**config.mk**
```make
export PLATFORM = sky130hd
export DESIGN_NAME = mult_seq_ctrl
export DESIGN_NICKNAME = d
export VERILOG_FILES = /design/src/rtl/mult_ctrl_pkg.sv /design/src/rtl/step_counter.sv /design/src/rtl/mult_seq_ctrl.sv
export SDC_FILE = /design/constraint.sdc
export NUM_CORES = 1
export LEC_CHECK = 0
export BUFFER_PORTS_ARGS = -buffer_cell sky130_fd_sc_hd__buf_2
export CAP_MARGIN = 5
export CORE_AREA = 3 3 40 42
export CTS_CLUSTER_SIZE = 24
export DETAILED_ROUTE_END_ITERATION = 10
export DIE_AREA = 0 0 43 45
export SYNTH_ARGS = -nofsm -noshare
export SYNTH_HDL_FRONTEND = slang
export SYNTH_HIERARCHICAL = 1
export SYNTH_SLANG_ARGS = --single-unit
export TNS_END_PERCENT = 30
```
**constraint.sdc**
```tcl
create_clock -name clk -period 3.3 [get_ports clk]
set_clock_uncertainty 0.15 [all_clocks]
set_input_delay 0.66 -clock clk [delete_from_list [all_inputs] [get_ports clk]]
set_output_delay 0.66 -clock clk [all_outputs]
set_load 0.02 [all_outputs]
```
**src/rtl/mult_ctrl_pkg.sv**
```systemverilog
// Shared types and constants for the shift-and-add multiplier sequencer.
// State encoding is binary; unused codes recover to IDLE.
package mult_ctrl_pkg;

    localparam int DEF_WIDTH = 8;

    localparam logic [2:0] ST_IDLE  = 3'd0;
    localparam logic [2:0] ST_INIT  = 3'd1;
    localparam logic [2:0] ST_ADD   = 3'd2;
    localparam logic [2:0] ST_SHIFT = 3'd3;
    localparam logic [2:0] ST_DONE  = 3'd4;

    typedef enum logic [2:0] {
        IDLE  = ST_IDLE,
        INIT  = ST_INIT,
        ADD   = ST_ADD,
        SHIFT = ST_SHIFT,
        DONE  = ST_DONE
    } mult_state_t;

endpackage

```
**src/rtl/step_counter.sv**
```systemverilog
// Iteration counter: clear, increment and terminal detect at WIDTH-1.
// The sequencer stops incrementing at terminal, so the count never wraps.
module step_counter
    import mult_ctrl_pkg::*;
#(
    parameter int WIDTH = DEF_WIDTH,
    parameter int CNT_W = $clog2(WIDTH)
) (
    input  logic             clk,
    input  logic             reset,
    input  logic             clr,
    input  logic             inc,
    output logic [CNT_W-1:0] count,
    output logic             last
);

    always_ff @(posedge clk or negedge reset) begin
        if (!reset) begin
            count <= '0;
        end else if (clr) begin
            count <= '0;
        end else if (inc) begin
            count <= count + CNT_W'(1);
        end
    end

    assign last = (count == CNT_W'(WIDTH - 1));

endmodule

```
**src/rtl/mult_seq_ctrl.sv**
```systemverilog
// Handshaked sequencer for the shift-and-add multiplier datapath.
// Control flags are registered from the next state; add_en also gates q0.
module mult_seq_ctrl
    import mult_ctrl_pkg::*;
#(
    parameter int WIDTH = DEF_WIDTH,
    parameter int CNT_W = $clog2(WIDTH)
) (
    input  logic             clk,
    input  logic             reset,
    input  logic             load,
    input  logic             q0,
    output logic             ld_regs,
    output logic             clr_acc,
    output logic             add_en,
    output logic             shift_en,
    output logic             busy,
    output logic             done,
    output logic [CNT_W-1:0] step
);

    mult_state_t state;
    mult_state_t nxt;
    logic        add_q;
    logic        last;
    logic        cnt_clr;
    logic        cnt_inc;

    always_comb begin
        nxt = state;
        unique case (state)
            IDLE:    if (load) nxt = INIT;
            INIT:    nxt = ADD;
            ADD:     nxt = SHIFT;
            SHIFT:   nxt = last ? DONE : ADD;
            DONE:    if (load) nxt = INIT;
            default: nxt = IDLE;
        endcase
    end

    always_ff @(posedge clk or negedge reset) begin
        if (!reset) begin
            state    <= IDLE;
            ld_regs  <= 1'b0;
            clr_acc  <= 1'b0;
            add_q    <= 1'b0;
            shift_en <= 1'b0;
            busy     <= 1'b0;
            done     <= 1'b0;
        end else begin
            state    <= nxt;
            ld_regs  <= (nxt == INIT);
            clr_acc  <= (nxt == INIT);
            add_q    <= (nxt == ADD);
            shift_en <= (nxt == SHIFT);
            busy     <= (nxt == INIT) || (nxt == ADD) || (nxt == SHIFT);
            done     <= (nxt == DONE);
        end
    end

    assign add_en  = add_q & q0;
    assign cnt_clr = (state == INIT);
    assign cnt_inc = (state == SHIFT) && !last;

    step_counter #(
        .WIDTH (WIDTH),
        .CNT_W (CNT_W)
    ) u_step (
        .clk   (clk),
        .reset (reset),
        .clr   (cnt_clr),
        .inc   (cnt_inc),
        .count (step),
        .last  (last)
    );

endmodule
```
Yosys cells after proc, flatten, opt, wreduce, memory -nomap -nowiden
Cells that the tools add are included.
{ "word_totals": {"elab_cells": 30, "in_bits": 4, "reg_bits": 11} }
{ "classes": {"n_addsub": 1, "n_mux": 5, "bitwise": 1, "reduce_logical": 7, "eq_ne": 9} }
{ "ops": {"columns": ["operator", "n"], "rows": [
  ["$eq 3x2->1 const B", 4],
  ["$mux 3", 4],
  ["$pmux 3 s4", 1],
  ["$eq 3x3->1 const B", 3],
  ["$eq 3x1->1 const B", 2],
  ["$add 3x1->3 const B", 1],
  ["$logic_not 3->1", 1],
  ["$logic_or 1x1->1", 2],
  ["$reduce_bool 2->1", 1],
  ["$reduce_or 2->1", 1],
  ["$and 1x1->1", 1],
  ["$logic_and 1x1->1", 1],
  ["$logic_not 1->1", 1]
]} }

Depth between registers and ports, before layout
{ "depth": {"ltp_word": 6, "depth_mapped": 5, "mapped_depth_nobuf": 5} }

Hierarchy
Netlist, hierarchy kept.
{ "by_module_without_submodules": {"columns": ["mod", "n_inst", "cells_per_inst", "area_per_inst_um2"], "rows": [
  ["mult_seq_ctrl", 1, 30, 350.3],
  ["step_counter", 1, 11, 140.1]
]} }

Worst setup path after synthesis
No wires, ideal clock.
{ "synth_timing": {"path_kind": "register to register", "start": "register u_step.count[0]", "end": "register u_step.count[1]", "stages_incl_launch_ff": 6, "required_time_ns": 3.027, "setup_slack_ns": 1.414, "setup_time_ns": 0.123, "arrival_time_ns": 1.613, "cell_sequence": "dfrtp_1 -> ha_1 -> ha_1 -> nor3b_1 -> mux2i_1 -> nor2_1"} }
{ "synth_via": {"elab_chain_cells": 4, "word_cells_on_any_way": 7, "cone_classes": "add/sub (1); eq/ne (1); mux (2); reduce/logical (3)"} }
{ "synth_rtl": {"columns": ["element", "line", "rtl"], "rows": [
  ["from (decl)", "step_counter.sv:13", "output logic [CNT_W-1:0] count,"],
  ["from (signal assigned)", "step_counter.sv:23", "count <= count + CNT_W'(1);"],
  ["$eq 3x3->1", "step_counter.sv:27", "assign last = (count == CNT_W'(WIDTH - 1));"],
  ["named net last", "mult_seq_ctrl.sv:25", "logic last;"],
  ["$logic_not 1->1", "mult_seq_ctrl.sv:63", "assign cnt_inc = (state == SHIFT) && !last;"],
  ["$logic_and 1x1->1", "mult_seq_ctrl.sv:63", null],
  ["named net cnt_inc", "mult_seq_ctrl.sv:27", "logic cnt_inc;"],
  ["$reduce_bool 2->1 (no source line)", null, null]
]} }
The timed path passes the listed nets, and every way through them passes these cells. The select of a mux whose other input is x is not followed.
A chain may end at the register's enable or synchronous reset.

Final worst setup path
{ "layout_timing": {"start": "register u_step.count[0]", "end": "register u_step.count[2]"} }
Same word-level chain as after synthesis.

==> flow_summary.ini <==
[floorplan]
core_region_area_um2 = 1280
die_h_um = 45
die_area_um2 = 1940
die_w_um = 43
start_util_pct = 38.2
pin_count = 13
num_rows = 13

[sta]
setup-violations-final = 0
max_freq_mhz = 523
drv_slew = 0
rsz0062_at_grt = no
hold_viol = 0
min_period_over_period_pct = 57.9
final.setup.tns_ns = 0
tightest_slew_ns = 0.561
relSlewSlack_pct = 62.5
fin_crit_ns = 1.91

[min_path]
hold_path_class = in2async

[global_route]
grt_antenna_before_repair = 0
gr-usage-met2_pct = 14.4
grt_pass1_wl_um = 1420
grt_overflow = 0
grt_pass1_vias = 313
grt_use_total_pct = 10.5
grt_max_degree = 14
grt_busiest_layer = met2
grtUsageMet1_pct = 13.0
grtUsageMet3_pct = 3.59

[final_layout]
areaGrowthSynthToFinish_pct = 16.6
layout.nets = 61
insertedDiodeCount = 0
final_cell_mix = 12 x buf_2, 11 x dfrtp_1, 4 x nor2_1
drive_gt1_share_pct = 31.5
layout_commonest_cell = buf_2
fin_area_um2 = 572

[cts]
cts_tree = done
hold_buffers = 0
cts_max_path_buffers = 2
cts_max_level = 1
cts_inserted_buffers = 3
worstSkewPairLatency_ns = 0.26
cts_setup_buffers = 0
cts.clk_slew.worst_paths_ns = 0.07
cts.sinks = 11
cts_resized = 0
clockRootBuffer = clkbuf_4

[place]
io_buffers = 12
routabilityCongestion = 0.653
dpl.hpwl_um = 572
postPlaceCellArea_um2 = 546

[synth]
syn_nets = 47
post_synth_xor_area_fraction_pct = 1.79
syn_inst = 41
ys_warn_count = 6
synth_simple_gate_area_share_pct = 17.6
synth_top_family_by_area = simple AND/OR/NAND/NOR gates
synth_adder_area_share_pct = 5.10
ys_seq_area_share_pct = 56.1
ys_types = 21
syn_area_um2 = 490
synth-compound-area-share_pct = 10.5
synth-seq-cells = 11
syn_avg_cell_area_um2 = 12.0
synth.area.mux_share_pct = 4.08

[detailed_routing]
drt-total-wl_um = 804
drtIter0Drc = 2
antenna_left = 0
vias = 348
drtPass1Iterations = 3
vias_per_cell = 5.04
routedWlPerCell_um = 11.7
route.detailed.drc = 0

[power]
vdd_drop_max_mv = 0.474
power.density_nw_per_um2 = 1010
power_leakage_uw = 0.000280

[critical_path]
worstPathMaxFanout = 5
worstSetupPathType = reg2reg
cp.arrival_ns = 1.91
r2r_cells = 5
crit_path_end_kind = flip-flop
cp-start-kind = flip-flop
crit_required_ns = 3.30

[job]
cap_violations = 0

[status]
status = complete, no violations
[path summary, 6_finish.rpt]
kind	from	to	slack, ns
max	u_step/count[0]$_DFFE_PN0P_	u_step/count[2]$_DFFE_PN0P_	1.39
max in group asynchronous	reset	u_step/count[0]$_DFFE_PN0P_	2.71
max reg2reg	u_step/count[0]$_DFFE_PN0P_	u_step/count[2]$_DFFE_PN0P_	1.39
min reg2reg	u_step/count[1]$_DFFE_PN0P_	u_step/count[1]$_DFFE_PN0P_	0.42
min	reset	done$_DFF_PN0_	0.09
min in group clk	u_step/count[1]$_DFFE_PN0P_	u_step/count[1]$_DFFE_PN0P_	0.42
[flip-flops by register name, indices dropped and copies added (netlist names)]
register	count
state	3
u_step/count	3
add_q	1
busy	1
clr_acc	1
done	1
shift_en	1
[cells in the mapped netlist (all sizes together)]
| cell | n | area (µm²) |
|---|---|---|
| nand2b | 2 | 12.5 |
| nand2 | 1 | 3.75 |
| buf | 3 | 23.8 |
| a31oi | 1 | 6.26 |
| a221oi | 1 | 8.76 |
| ha | 2 | 25.0 |
| o21ai | 2 | 10.0 |
| nor3b | 3 | 22.5 |
| dfrtp | 11 | 275 |
| a21oi | 2 | 10.0 |
| mux2i | 2 | 20.0 |
| and2 | 1 | 6.26 |
| xnor2 | 1 | 8.76 |
| o21bai | 1 | 7.51 |
| a21o | 1 | 8.76 |
| nor2 | 4 | 15.0 |
| or2b | 1 | 7.51 |
| or4b | 1 | 13.8 |
| nor3 | 1 | 5.00 |
[area by class of cell]
type,instances,area (µm²)
Clock buffer,4,26.3
Sequential cell,11,275
Timing Repair Buffer,12,60.1
Fill cell,122,713
Multi-Input combinational cell,27,191
Tap cell,15,18.8
[power by group]
group | switching (µW) | total (µW) | internal (µW)
clock | 44.2 | 90.9 | 46.7
sequential | 55.8 | 246 | 190
combinational | 136 | 242 | 106
[critical path, stage by stage, from the launching register on]
cell	delay [ns]
dfrtp_1	0.40
ha_1	0.21
ha_1	0.23
nor3b_1	0.51
mux2i_1	0.25
nor2_1	0.05
[kinds of logic (layout without fill, tap and decap cells)]
group,after synthesis,count (layout)
adders and majority gates,2,2
xor gates and xnor gates,1,1
and+or+nand+nor,14,14
DFF,11,11
buffers and inverters,3,16
AOI/OAI and AO/OA,8,8
muxes,2,2
[stage by stage]
stage	total power (µW)	std cells	hold WS, ns	setup slack (ns)	utilization [%]
global placement	489	65	0.391	1.44	42.5
global route	633	69	0.0952	1.26	44.5
detailed placement	491	65	0.388	1.43	42.5
floorplan	438	41	0.214	1.41	-
CTS	586	69	0.0997	1.40	44.5
finish	579	69	0.0941	1.39	44.5
[routing by layer]
layer  part of all wire [%]  wire length, µm
met2                     46              368
met3                    7.3               59
met1                     44              355
met5                      0                0
met4                    2.5               20
(Power assumes the default switching activity.)
